--- src/rtl/genius_seq_store.sv ---
// Genius colour-sequence store.
// Holds up to DEPTH one-hot symbols appended by the round controller. It plays
// the sequence back one symbol per RD_NEXT to drive the LEDs, and it checks
// player presses against the stored sequence.
//
// Handshake: there is no valid/ready back-pressure. Every command input
// (APPEND, PLAY_START, RD_NEXT, CHK_START, cmp_en) is a single-cycle request
// sampled on the rising CLK edge. A command is either acted on in that cycle
// or dropped; it is never queued. rd_valid qualifies rd_sym/rd_last for the
// whole PLAY state. ovf/cmp_ok/cmp_done/cmp_err are registered one-cycle
// result pulses.
module genius_seq_store #(
  parameter int W     = 4,
  parameter int DEPTH = 16,
  parameter int LW    = 5
) (
  input  logic          CLK,
  input  logic          R,
  input  logic          E,
  input  logic          CLR,
  input  logic          APPEND,
  input  logic [W-1:0]  sym_in,
  input  logic          PLAY_START,
  input  logic          RD_NEXT,
  input  logic          CHK_START,
  input  logic          cmp_en,
  input  logic [W-1:0]  cmp_sym,
  output logic [W-1:0]  rd_sym,
  output logic          rd_valid,
  output logic          rd_last,
  output logic [LW-1:0] len,
  output logic          full,
  output logic          busy,
  output logic          ovf,
  output logic          cmp_ok,
  output logic          cmp_done,
  output logic          cmp_err,
  output logic [1:0]    dbg_state
);

  localparam int AW = (DEPTH > 1) ? $clog2(DEPTH) : 1;
  localparam logic [LW-1:0] DEPTH_L = LW'(DEPTH);

  typedef enum logic [1:0] {
    IDLE  = 2'd0,
    PLAY  = 2'd1,
    CHECK = 2'd2
  } state_t;

  state_t        state_q, state_d;
  logic [LW-1:0] len_q, len_d;
  logic [LW-1:0] ptr_q, ptr_d;
  logic          ovf_q, ovf_d;
  logic          ok_q, ok_d;
  logic          done_q, done_d;
  logic          err_q, err_d;
  logic          wr_en;
  logic [W-1:0]  cur_sym;
  logic          is_last;
  logic [W-1:0]  mem [DEPTH];

  // The pointer never exceeds len-1 < DEPTH, so the low AW bits address the array.
  assign cur_sym = mem[ptr_q[AW-1:0]];
  assign is_last = (ptr_q == len_q - LW'(1));

  // Next-state, counter and pulse decode. CLR overrides everything, including E.
  always_comb begin
    state_d = state_q;
    len_d   = len_q;
    ptr_d   = ptr_q;
    ovf_d   = 1'b0;
    ok_d    = 1'b0;
    done_d  = 1'b0;
    err_d   = 1'b0;
    wr_en   = 1'b0;
    if (CLR) begin
      state_d = IDLE;
      len_d   = '0;
      ptr_d   = '0;
    end else if (E) begin
      case (state_q)
        IDLE: begin
          ptr_d = '0;
          if (APPEND) begin
            // A start in the same cycle as APPEND is dropped.
            if (len_q != DEPTH_L) begin
              wr_en = 1'b1;
              len_d = len_q + LW'(1);
            end else begin
              ovf_d = 1'b1;
            end
          end else if (PLAY_START && (len_q != '0)) begin
            state_d = PLAY;
          end else if (CHK_START && (len_q != '0)) begin
            state_d = CHECK;
          end
        end
        PLAY: begin
          if (RD_NEXT) begin
            if (is_last) begin
              state_d = IDLE;
              ptr_d   = '0;
            end else begin
              ptr_d = ptr_q + LW'(1);
            end
          end
        end
        CHECK: begin
          if (cmp_en) begin
            if (cmp_sym == cur_sym) begin
              if (is_last) begin
                state_d = IDLE;
                ptr_d   = '0;
                done_d  = 1'b1;
              end else begin
                ptr_d = ptr_q + LW'(1);
                ok_d  = 1'b1;
              end
            end else begin
              state_d = IDLE;
              ptr_d   = '0;
              err_d   = 1'b1;
            end
          end
        end
        default: begin
          state_d = IDLE;
          ptr_d   = '0;
        end
      endcase
    end
  end

  // State, counters and result pulses; async active-low reset.
  always_ff @(posedge CLK or negedge R) begin
    if (!R) begin
      state_q <= IDLE;
      len_q   <= '0;
      ptr_q   <= '0;
      ovf_q   <= 1'b0;
      ok_q    <= 1'b0;
      done_q  <= 1'b0;
      err_q   <= 1'b0;
    end else begin
      state_q <= state_d;
      len_q   <= len_d;
      ptr_q   <= ptr_d;
      ovf_q   <= ovf_d;
      ok_q    <= ok_d;
      done_q  <= done_d;
      err_q   <= err_d;
    end
  end

  // Symbol storage; contents are don't-care after reset, so no reset here.
  always_ff @(posedge CLK) begin
    if (wr_en) begin
      mem[len_q[AW-1:0]] <= sym_in;
    end
  end

  assign rd_valid  = (state_q == PLAY);
  assign rd_sym    = rd_valid ? cur_sym : '0;
  assign rd_last   = rd_valid & is_last;
  assign len       = len_q;
  assign full      = (len_q == DEPTH_L);
  assign busy      = (state_q != IDLE);
  // Pulse outputs are forced low while the block is disabled.
  assign ovf       = ovf_q & E;
  assign cmp_ok    = ok_q & E;
  assign cmp_done  = done_q & E;
  assign cmp_err   = err_q & E;
  assign dbg_state = state_q;

endmodule

--- config.mk ---
export PLATFORM = sky130hd
export DESIGN_NAME = genius_seq_store
export DESIGN_NICKNAME = d
export VERILOG_FILES = /design/src/rtl/genius_seq_store.sv
export SDC_FILE = /design/constraint.sdc
export NUM_CORES = 1
export LEC_CHECK = 0
export CAP_MARGIN = 20
export CORE_UTILIZATION = 35
export CTS_CLUSTER_SIZE = 30
export DETAILED_ROUTE_END_ITERATION = 8
export PLACE_DENSITY_LB_ADDON = 0.15
export SLEW_MARGIN = 20
export SYNTH_ARGS = -nofsm -noshare
export SYNTH_HDL_FRONTEND = slang
export SYNTH_SLANG_ARGS = --single-unit
export TNS_END_PERCENT = 10
--- constraint.sdc ---
create_clock -name CLK -period 2.25 [get_ports CLK]
set_input_delay 0.45 -clock CLK [delete_from_list [all_inputs] [get_ports CLK]]
set_output_delay 0.45 -clock CLK [all_outputs]
set_load 0.05 [all_outputs]
==> results list, run 1 <==
- The finished cells cover 5130 um2.
- From bottom edge to top edge, the die measures 106 um.
- Starting density of the core: between 30% and 40%
- In this run, synthesis inferred 64 flip-flops with an integrated enable.
- The internal power of the cells totals about 2.1 mW.
- 36 I/O pins were placed.
- CTS H-Tree Depth: 3
- Tmin final: 2.59 ns
- The area growth from synthesis to layout is 34.7%.
- The tool flagged a number of max-cap violations equal to 0.
* Met3 wire len: 317 um
- Walking the worst path, the cells encountered are buf_12, buf_6, mux4_2, mux2i_4, nor2_1, o21a_1, buf_6.
* Number of hold violations in the final report: 0
* Total of warnings raised by yosys: 0
* Number of antenna violations at the first check in global routing: 0
- The top cell types in the final layout, fill and taps aside, are sky130_fd_sc_hd__edfxtp_1, sky130_fd_sc_hd__buf_4, sky130_fd_sc_hd__nor2_1.
- Wire length per cell: about 19 um
- Number of synthesized register bits: 80
* Fraction of power spent switching nets: 25.0%
- Average vias per placed instance: around 5.0
- Net count, final: about 390
- Number of buffers and inverters on the critical path: 3
- For this design the static power due to leakage is 1.82 nW.
- Data arrives at the worst endpoint at roughly 2.1 ns.
* Iteration-0 DRC Markers: between 100 and 150
- Final setup skew: ~0.018 ns
- Fmax: slightly below 0.4 GHz
- The cell family contributing the most delay on the critical path is multiplexers.
* FILL cells: around 940
- Nature of the critical path startpoint: flip-flop
- Synthesis produced a netlist with a net count of 300.
* CTS clock-pin slew for the worst setup and hold paths: ~0.090 ns
- Setup violations remaining at the end of the flow were counted as 14.
- DRC: 0
* Unrepaired setup endpoints after global routing: true
- At the pin with the least slew margin, the transition time is between 0.6 and 0.7 ns.
- Wire length on met2: 4370 um
* CTS Sinks: 80
* Final worst-path setup slack: -0.342 ns
- The die covers about 11000 um2.
- Remaining number of nets flagged by the antenna check after routing: 0
- For this run the aggregate overflow at the end of global routing stands at 0.
- Chip Width: between 100 and 150 um
* Clock root cell: sky130_fd_sc_hd__clkbuf_8
- Once detailed placement completed, the half-perimeter wirelength came to roughly 6300 um.
- In this run the worst path has a maximum fanout of 7.
- Setup Crit Path Kind: reg2out
- Summing over every cut layer, the via total after detailed routing is approximately 2500.
- Pwr Density: 553 nW/um2
- The number of pins with negative max-slew slack in the final report is 0.
* Headroom to the max-slew limit: 54.5%
- In this design, the stage delay of the slowest critical-path cell is just over 0.5 ns.
- Sequential group share of total power: 56.8%
* Type of element capturing the critical path: primary output
* Area post-placement: roughly 4800 um2
- The clock network is responsible for around 34% of the overall power.
- Combinational cells account for under 10% of the total power.
* Most common library cell in the layout ignoring fill and taps: sky130_fd_sc_hd__edfxtp_1
* Layout cells sized above 1: a little over a third
* Switching pwr: slightly above 0.7 mW
- For this block, the routed nets add up to just over 9000 um of wire.
* Crit. path cell count: 7
- Num rows: 37
- Sequential-to-total area share from yosys stat: around 60%
- Number of distinct library cells after synthesis: slightly below 50
* Largest vdd supply drop: 0.307 mV
- Number of global-route vias before repair: 2545
* # hold bufs at CTS: 0
- Violations in the final reports: negative setup slack
* Worst path required time: between 1.5 and 2 ns
- CTS tree: built
* Final worst path period share: 115%
* Synthesized area divided by synthesized cell count: around 14 um2
- Global router's overall resource usage: 17.5%
- Filler-free cell count of the finished design: 499
- Core box area: ~10000 um2
* Number of port buffers: 35
* Netlist area before placement: 3810 um2
- Critical path's most frequent cell: sky130_fd_sc_hd__buf_6
- First-pass iteration count of the detailed router: 4
* Instance count of the mapped netlist: 273
- Number of buffers on the longest clock path: 2
- Entering global routing, the biggest net connects 17 pins.
* Routability congestion estimate from global placement: ~0.8
- In the final routing, the length of wire on met1 measures 4470 um.
* Ant. Diodes: 0
- The highest metal layer carrying signal wires in the routed design is met4.
- Top flip-flop cell by instance count after synthesis: sky130_fd_sc_hd__edfxtp_1
- In this run, CTS created clock tree buffers numbering 9.
* Run status: finished with violations
- Post-synth ARST share: about a fifth
- Clk_lat worst skew: ~0.35 ns
- The first global-routing pass estimated about 15000 um of wire.
* Type of the worst min-delay path: in2async
* DP Cell Count: around 480
* Crit path max-delay cell type: sky130_fd_sc_hd__mux4_2
* Number of cell instances on the worst register-to-register path: 10
state kept, by name (all words and copies together), names as in the netlist:
register   flops
ptr_q          5
ovf_q          1
err_q          1
done_q         1
len            5
dbg_state      2
mem           64
ok_q           1
cells in the mapped netlist (all sizes together), types with 7 or more instances:
cell,count,share of area (%)
xnor2,12,2.8
nand3,9,1.2
inv,10,0.99
dfrtp,16,11
ha,10,3.3
mux4,10,6.8
mux2i,12,3.5
edfxtp,64,50
nand2,17,1.7
and2,7,1.1
nor2,29,2.9
nor3,8,1.1
kinds of logic after synthesis:
family / synth area share (%)
compound gates: 6.04
xor+xnor: 3.45
fa+ha+maj: 3.28
buf+inv: 2.95
flops: 60.9
mux: 12.0
simple gates: 11.3
path summary, 6_finish.rpt:
| check | slack [ns] | to | startpoint |
|---|---|---|---|
| min reg2reg | 0.58 | ptr_q[4]$_DFFE_PN0P_ | ptr_q[4]$_DFFE_PN0P_ |
| max | -0.34 | rd_sym[3] | ptr_q[0]$_DFFE_PN0P_ |
| min | 0.42 | ovf_q$_DFF_PN0_ | R |
| max reg2reg | -0.29 | ptr_q[2]$_DFFE_PN0P_ | ptr_q[0]$_DFFE_PN0P_ |
| max in group asynchronous | 1.60 | ptr_q[0]$_DFFE_PN0P_ | R |
| min in group CLK | 0.58 | ptr_q[4]$_DFFE_PN0P_ | ptr_q[4]$_DFFE_PN0P_ |
layout make-up:
type / count / area, um2 / area share (%)
tap: 136 / 170 / 3.31
clock inverter: 7 / 53.8 / 1.05
sequential: 80 / 2330 / 45.4
clock buffer: 9 / 124 / 2.41
timing repair buffer: 84 / 857 / 16.7
multi-input combinational: 172 / 1550 / 30.2
inverter: 11 / 45.0 / 0.877
per-layer routing:
metal | vias to the layer above | global-route usage [%]
met5 | - | 0
met4 | 0 | 6.55
met3 | 10 | 2.21
met2 | 54 | 27.3
met1 | 1250 | 25.0
li1 | 1189 | -
power groups by stage:
stage / registers [mW] / logic [mW] / clock network [mW]
CTS: 1.61 / 0.248 / 0.980
finish: 1.61 / 0.261 / 0.965
floorplan: 1.67 / 0.102 / 0
global route: 1.61 / 0.284 / 1.04
global placement: 1.65 / 0.240 / 0
detailed placement: 1.65 / 0.241 / 0
metrics by stage:
stage	utilization (%)	hold slack, ns	total power, mW	TNS, ns	setup slack [ns]
floorplan	-	0.154	1.77	-0.545	-0.0988
global placement	45.5	0.558	1.89	-2.16	-0.306
detailed placement	45.5	0.552	1.89	-2.53	-0.352
CTS	48.5	0.408	2.84	-3.44	-0.354
global route	49.1	0.430	2.93	-4.41	-0.420
finish	49.1	0.421	2.84	-2.82	-0.342
worst register-to-register path: stages (launching register included):
cell and delay, ns:
sky130_fd_sc_hd__dfrtp_2 0.43, sky130_fd_sc_hd__buf_12 0.16, sky130_fd_sc_hd__mux4_2 0.52, sky130_fd_sc_hd__mux2i_2 0.21
sky130_fd_sc_hd__mux2i_2 0.12, sky130_fd_sc_hd__xnor2_1 0.18, sky130_fd_sc_hd__o211a_4 0.20, sky130_fd_sc_hd__a41oi_2 0.10
sky130_fd_sc_hd__buf_4 0.18, sky130_fd_sc_hd__nor4_4 0.24, sky130_fd_sc_hd__o31a_1 0.16
repair_timing:
action | 4_1_cts | 5_1_grt
pin swaps | 13 | 9
cloned | 1 | 0
endpoints found under the setup margin | 14 | 15
setup buffers | 4 | 1
gates resized for setup | 30 | 15
endpoints found under the hold margin | 0 | 0
Power figures use the tool's default switching activity.
==> inputs of run 2 (changes only) <==
Settings changed: SLEW_MARGIN 20 to unset.
==> results of run 2 <==
Same layout as run 1: the final DEF is identical, and so are final timing and power.
